### src/rtl/vga_pkg.sv
// Shared VGA constants, colour/state types and the per-axis bounce step.
package vga_pkg;

  localparam int unsigned H_DISPLAY = 640;
  localparam int unsigned V_DISPLAY = 480;

  typedef logic [11:0] rgb_t;

  localparam rgb_t BG_COLOUR = 12'h111;

  localparam rgb_t PALETTE [8] = '{
    12'hF00, 12'h0F0, 12'h00F, 12'hFF0,
    12'h0FF, 12'hF0F, 12'hF80, 12'hFFF
  };

  typedef enum logic [1:0] {
    StInit,
    StRun,
    StHold
  } state_t;

  // Direction encoding: positive means right (x) or down (y).
  localparam logic DirPos = 1'b0;
  localparam logic DirNeg = 1'b1;

  typedef struct packed {
    logic [9:0] pos;
    logic       dir;
    logic       bounce;
  } axis_t;

  // One frame step on one axis; 11-bit arithmetic so neither edge can wrap.
  function automatic axis_t step_axis(input logic [9:0]  pos,
                                      input logic        dir,
                                      input logic [2:0]  speed,
                                      input logic [10:0] bound);
    axis_t       r;
    logic [10:0] pos_w;
    logic [10:0] spd_w;
    logic [10:0] sum;
    pos_w    = {1'b0, pos};
    spd_w    = {8'd0, speed};
    r.pos    = pos;
    r.dir    = dir;
    r.bounce = 1'b0;
    if (dir == DirPos) begin
      sum = pos_w + spd_w;
      if (sum > bound) begin
        r.pos    = bound[9:0];
        r.dir    = DirNeg;
        r.bounce = 1'b1;
      end else begin
        r.pos = sum[9:0];
      end
    end else begin
      sum = pos_w - spd_w;
      if (pos_w < spd_w) begin
        r.pos    = '0;
        r.dir    = DirPos;
        r.bounce = 1'b1;
      end else begin
        r.pos = sum[9:0];
      end
    end
    return r;
  endfunction

endpackage

### src/rtl/pipe_delay.sv
// Fixed-depth shift delay with asynchronous reset to a chosen value.
module pipe_delay #(
  parameter int unsigned             WIDTH     = 1,
  parameter int unsigned             DEPTH     = 2,
  parameter logic [WIDTH-1:0]        RESET_VAL = '0
) (
  input  logic             clk_i,
  input  logic             reset_i,
  input  logic [WIDTH-1:0] d_i,
  output logic [WIDTH-1:0] q_o
);

  logic [WIDTH-1:0] stage_q [DEPTH];
  logic [WIDTH-1:0] stage_d [DEPTH];

  // Each stage takes the previous one; stage 0 takes the input.
  always_comb begin
    stage_d[0] = d_i;
    for (int i = 1; i < DEPTH; i++) begin
      stage_d[i] = stage_q[i-1];
    end
  end

  // Shift register, cleared to the inactive value on reset.
  always_ff @(posedge clk_i or posedge reset_i) begin
    if (reset_i) begin
      for (int i = 0; i < DEPTH; i++) begin
        stage_q[i] <= RESET_VAL;
      end
    end else begin
      for (int i = 0; i < DEPTH; i++) begin
        stage_q[i] <= stage_d[i];
      end
    end
  end

  assign q_o = stage_q[DEPTH-1];

endmodule

### src/rtl/bounce_box_gen.sv
// Bouncing square overlay for a 640x480 VGA timing stream.
// Motion updates once per frame in vertical blanking; pixel path is two stages.
module bounce_box_gen
  import vga_pkg::*;
#(
  parameter int unsigned BOX_SIZE = 32,
  parameter int unsigned X0       = 304,
  parameter int unsigned Y0       = 224
) (
  input  logic        clk_i,
  input  logic        reset_i,
  input  logic        hsync_ni,
  input  logic        vsync_ni,
  input  logic        display_enable_i,
  input  logic [9:0]  hpos_i,
  input  logic [9:0]  vpos_i,
  input  logic        pause_i,
  input  logic [2:0]  speed_i,
  output logic        hsync_no,
  output logic        vsync_no,
  output logic [11:0] rgb_o
);

  localparam logic [10:0] XBound = 11'(H_DISPLAY - BOX_SIZE);
  localparam logic [10:0] YBound = 11'(V_DISPLAY - BOX_SIZE);
  localparam logic [10:0] Size   = 11'(BOX_SIZE);

  state_t     state_q, state_d;
  logic [9:0] box_x_q, box_x_d, box_y_q, box_y_d;
  logic       dir_x_q, dir_x_d, dir_y_q, dir_y_d;
  logic [2:0] pal_idx_q, pal_idx_d;

  logic  frame_tick;
  axis_t ax, ay;

  // First line of vertical blanking: the box never moves during a visible frame.
  assign frame_tick = (vpos_i == 10'(V_DISPLAY)) && (hpos_i == 10'd0);

  assign ax = step_axis(box_x_q, dir_x_q, speed_i, XBound);
  assign ay = step_axis(box_y_q, dir_y_q, speed_i, YBound);

  // Next motion state; only a tick seen while already running moves the box.
  always_comb begin
    state_d   = state_q;
    box_x_d   = box_x_q;
    box_y_d   = box_y_q;
    dir_x_d   = dir_x_q;
    dir_y_d   = dir_y_q;
    pal_idx_d = pal_idx_q;
    if (frame_tick) begin
      unique case (state_q)
        StInit: state_d = StRun;
        StRun: begin
          box_x_d = ax.pos;
          box_y_d = ay.pos;
          dir_x_d = ax.dir;
          dir_y_d = ay.dir;
          // A corner hit counts as a single bounce.
          if (ax.bounce || ay.bounce) pal_idx_d = pal_idx_q + 3'd1;
          if (pause_i) state_d = StHold;
        end
        StHold: if (!pause_i) state_d = StRun;
        default: state_d = StInit;
      endcase
    end
  end

  // Motion FSM and box registers.
  always_ff @(posedge clk_i or posedge reset_i) begin
    if (reset_i) begin
      state_q   <= StInit;
      box_x_q   <= 10'(X0);
      box_y_q   <= 10'(Y0);
      dir_x_q   <= DirPos;
      dir_y_q   <= DirPos;
      pal_idx_q <= '0;
    end else begin
      state_q   <= state_d;
      box_x_q   <= box_x_d;
      box_y_q   <= box_y_d;
      dir_x_q   <= dir_x_d;
      dir_y_q   <= dir_y_d;
      pal_idx_q <= pal_idx_d;
    end
  end

  logic inside_q, inside_d;
  logic de_q;
  rgb_t rgb_q, rgb_d;

  // Stage 1 compare: half-open box [pos, pos+BOX_SIZE) on both axes.
  always_comb begin
    inside_d = ({1'b0, hpos_i} >= {1'b0, box_x_q}) &&
               ({1'b0, hpos_i} <  ({1'b0, box_x_q} + Size)) &&
               ({1'b0, vpos_i} >= {1'b0, box_y_q}) &&
               ({1'b0, vpos_i} <  ({1'b0, box_y_q} + Size));
  end

  // Stage 2 colour mux.
  always_comb begin
    rgb_d = '0;
    if (de_q) rgb_d = inside_q ? PALETTE[pal_idx_q] : BG_COLOUR;
  end

  // Pixel pipeline registers.
  always_ff @(posedge clk_i or posedge reset_i) begin
    if (reset_i) begin
      inside_q <= 1'b0;
      de_q     <= 1'b0;
      rgb_q    <= '0;
    end else begin
      inside_q <= inside_d;
      de_q     <= display_enable_i;
      rgb_q    <= rgb_d;
    end
  end

  logic [1:0] sync_dly;

  pipe_delay #(
    .WIDTH    (2),
    .DEPTH    (2),
    .RESET_VAL(2'b11)
  ) u_sync_dly (
    .clk_i  (clk_i),
    .reset_i(reset_i),
    .d_i    ({hsync_ni, vsync_ni}),
    .q_o    (sync_dly)
  );

  assign hsync_no = sync_dly[1];
  assign vsync_no = sync_dly[0];
  assign rgb_o    = rgb_q;

endmodule

### config.mk
export PLATFORM = sky130hd
export DESIGN_NAME = bounce_box_gen
export DESIGN_NICKNAME = d
export VERILOG_FILES = /design/src/rtl/vga_pkg.sv /design/src/rtl/pipe_delay.sv /design/src/rtl/bounce_box_gen.sv
export SDC_FILE = /design/constraint.sdc
export NUM_CORES = 1
export LEC_CHECK = 0
export BUFFER_PORTS_ARGS = -buffer_cell sky130_fd_sc_hd__buf_2
export CELL_PAD_IN_SITES_DETAIL_PLACEMENT = 1
export CELL_PAD_IN_SITES_GLOBAL_PLACEMENT = 1
export CORE_MARGIN = 3
export CORE_UTILIZATION = 46
export CTS_BUF_LIST = sky130_fd_sc_hd__clkbuf_8
export DETAILED_ROUTE_END_ITERATION = 8
export PLACE_DENSITY = 0.85
export SYNTH_ARGS = -nofsm -noshare
export SYNTH_HDL_FRONTEND = slang
export SYNTH_SLANG_ARGS = --single-unit
### constraint.sdc
create_clock -name clk_i -period 6.25 [get_ports clk_i]
set_clock_uncertainty 0.2 [all_clocks]
set_input_delay 0.9375 -clock clk_i [delete_from_list [all_inputs] [get_ports clk_i]]
set_output_delay 0.9375 -clock clk_i [all_outputs]
set_load 0.02 [all_outputs]
==> flow_summary_export.csv <==
group,metric,value,unit
sta,worst_pin_slew,1.08,ns
synthesis,ys_ff_latch,40,
power_and_ir_drop,ir_drop,0.0789,mV
sta,maxSlewHeadroom,27.9,%
detailed_routing,drc,0,
synthesis,avgSynthCellArea,8.77,µm²
cells_and_area,layout_commonest_cell,"ha_1",
global_routing,use_met1,29.9,%
detailed_routing,vias_per_cell,6.07,
clock_network,cts_made_buffers,5,
clock_network,clockBufferDepth,2,
clock_network,cts_tree,"yes",
global_routing,use_met2,41.1,%
placed_design,dp_cells,578,
floorplanning,die_h,98.8,µm
sta,min_period,3.86,ns
synthesis,synth_enable_flop_cells,0,
detailed_routing,drt_wl_total,11100,µm
clock_network,cts_resized,0,
power_and_ir_drop,p_leak,1.92,nW
detailed_routing,firstDrtPassIters,4,
placed_design,gp_congestion,0.854,
cells_and_area,mostFrequentLayoutCells,"ha_1 (51), inv_1 (46), buf_2 (42)",
flow_run,drv_cap,0,
clock_network,clkSlewWorstSetupHoldPaths,0.08,ns
synthesis,seq_area_frac_synth,25.6,%
floorplanning,die-area,0.00977,mm²
sta,finalCritPeriodShare,61.8,%
setup_path,crit_required,6.23,ns
global_routing,grt.overflow.total,0,
power_and_ir_drop,power_density,123,mW/mm²
cells_and_area,nNetsFinal,564,
synthesis,yosys_warnings,0,
floorplanning,die_w,98.8,µm
cells_and_area,finish.instance_area,0.00427,mm²
floorplanning,rows,33,
clock_network,htreeDepth,2,
clock_network,clkLatencyLatePin,0.30,ns
sta,fmax,0.259,GHz
clock_network,postCtsSetupRepairBufs,0,
floorplanning,io_pins,43,
floorplanning,floorplan.initialDensity,47.8,%
global_routing,grt_pass1_vias,3758,
placed_design,place_area,0.00419,mm²
setup_path,worstPathArrival,3.84,ns
synthesis,syn-cell-area,0.00396,mm²
global_routing,busiest_layer,"met2",
min_path,min_path_type,"reg -> reg",
global_routing,grt_util_met3,3.18,%
cells_and_area,drive_gt1_share,16.4,%
clock_network,cts_sinks,40,
setup_path,critPathMaxFanout,13,
global_routing,grt_usage,23.1,%
setup_path,path_class,"in -> reg",
synthesis,synth_ff_type,"dfrtp_1",
synthesis,synth_cell_type_count,73,
cells_and_area,n_antenna_cell,0,
clock_network,cts_hold_buf,0,
clock_network,cts-root-buf,"clkbuf_8",
cells_and_area,syn2layout_area_growth,7.83,%
floorplanning,fp.coreArea,0.00830,mm²
global_routing,antenna_found_initial,0,
synthesis,syn_inst,452,
sta,rsz0062_at_grt,"false",
sta,fin_tns_setup,0,ns
run_status,status,"finished, final reports clean",
detailed_routing,num_vias,3555,
cells_and_area,finalNonFillerCells,586,
global_routing,grt_pass1_wl,18500,µm
placed_design,port_buffers,42,
detailed_routing,drtIter0Drc,116,
detailed_routing,final_antenna_net_count,0,
synthesis,async_flop_share,100,%
sta,setup_viol,0,
detailed_routing,wire_per_inst,18.9,µm
sta,whs,0.160,ns
placed_design,dp_hpwl,8730,µm
sta,slew_viol_final,0,
sta,hold_viol,0,
setup_path,startpoint_type,"input pin",
global_routing,grt_max_degree,28,
setup_path,worstSetupEndpointType,"flop",
synthesis,synth_nets,536,
## cell families (layout without fill, tap and decap cells)
| group | Yosys count | count (layout) | share of synthesized area (%) |
|---|---|---|---|
| buffers and inverters | 69 | 98 | 7.76 |
| adder cells (fa/ha/maj) | 55 | 55 | 18.1 |
| XOR/XNOR | 13 | 13 | 2.87 |
| AO/OA/AOI/OAI | 141 | 141 | 26.6 |
| AND/OR/NAND/NOR | 127 | 127 | 17.2 |
| multiplexers | 7 | 7 | 1.86 |
| flip-flops | 40 | 40 | 25.6 |
## cell type report
cell class,instances,area [µm²]
inverters,45,169
clock buffers,5,68.8
multi-input cells,343,2640
repair buffers,45,233
flip-flops and latches,40,1010
fillers,1025,4030
clock inverters,3,16.3
well taps,105,131
## power breakdown
group	switching (W)	leakage, nW	internal (W)
Combinational	0.0000492	1.40	0.0000331
Sequential	0.00000133	0.472	0.000263
Clock	0.000102	0.0453	0.0000767
## path summary, 6_finish.rpt
path | cells past startpoint | end | start | slack [ns]
min in group asynchronous | 2 | box_y_q[2] | reset_i | 0.59
min | 0 | u_sync_dly.q_o[0] | u_sync_dly.stage_d[0] | 0.16
max reg2reg | 9 | box_y_q[1] | box_y_q[0] | 2.71
max in group asynchronous | 3 | u_sync_dly.stage_d[0] | reset_i | 4.40
min reg2reg | 0 | u_sync_dly.q_o[0] | u_sync_dly.stage_d[0] | 0.16
max | 10 | box_y_q[1] | speed_i[0] | 2.39
## cells in the mapped netlist (3+ instances only)
cell type,instances,share of area [%]
a31oi_1,3,0.47
a22o_1,9,2.0
inv_1,45,4.3
a21oi_1,19,2.4
buf_6,3,0.85
and2_1,3,0.47
or4_1,3,0.57
nor2b_1,12,1.9
ha_1,51,16
fa_1,4,2.0
nand3_1,11,1.4
nand2b_1,9,1.4
o21ai_1,6,0.76
a211o_1,6,1.3
o22ai_1,5,0.79
buf_4,6,1.1
nor4_1,4,0.63
xnor2_1,11,2.4
dfstp_2,10,6.6
buf_2,3,0.38
nor2_1,27,2.6
o211ai_1,6,1.1
o21ai_0,27,3.4
dfrtp_1,30,19
or3_1,4,0.63
o221ai_1,5,1.1
mux2_2,3,0.85
a21boi_0,4,0.76
a21o_1,7,1.3
o2111ai_1,4,0.88
clkbuf_1,12,1.1
o211a_1,3,0.76
and3_1,3,0.47
o21a_1,8,1.5
nor3_1,10,1.3
nand2_1,22,2.1
mux2i_1,4,1.0
nand4_1,4,0.63
## routing by layer
layer / vias up / wire length [µm]
met1: 1766 / 4910
met2: 82 / 5550
met3: 11 / 479
met4: 0 / 111
li1: 1696 / -
met5: - / 0
## critical path: stages
cell and delay (ns):
buf_2 0.13, ha_1 0.22, fa_1 0.45, nor2b_1 0.20
o211ai_1 0.23, xnor2_1 0.17, nand2_1 0.09, o31ai_2 0.87
o22ai_1 0.22, mux2_2 0.32
## registers in the layout, indices dropped and copies added (netlist names), 2 cells and up
name                flops
pal_idx_q               3
u_sync_dly.stage_d      2
rgb_o                   7
state_q                 2
box_y_q                10
box_x_q                10
u_sync_dly.q_o          2
## per-stage QoR
stage                     utilization, %  setup slack [ns]  power [W]
after detailed placement            50.5              2.10   0.000351
after floorplan                        -              2.73   0.000319
after global routing                51.5              2.13   0.000550
final                               51.5              2.39   0.000525
after CTS                           51.5              2.39   0.000530
after global placement              50.5              2.19   0.000346
Power figures use the tool's default switching activity.
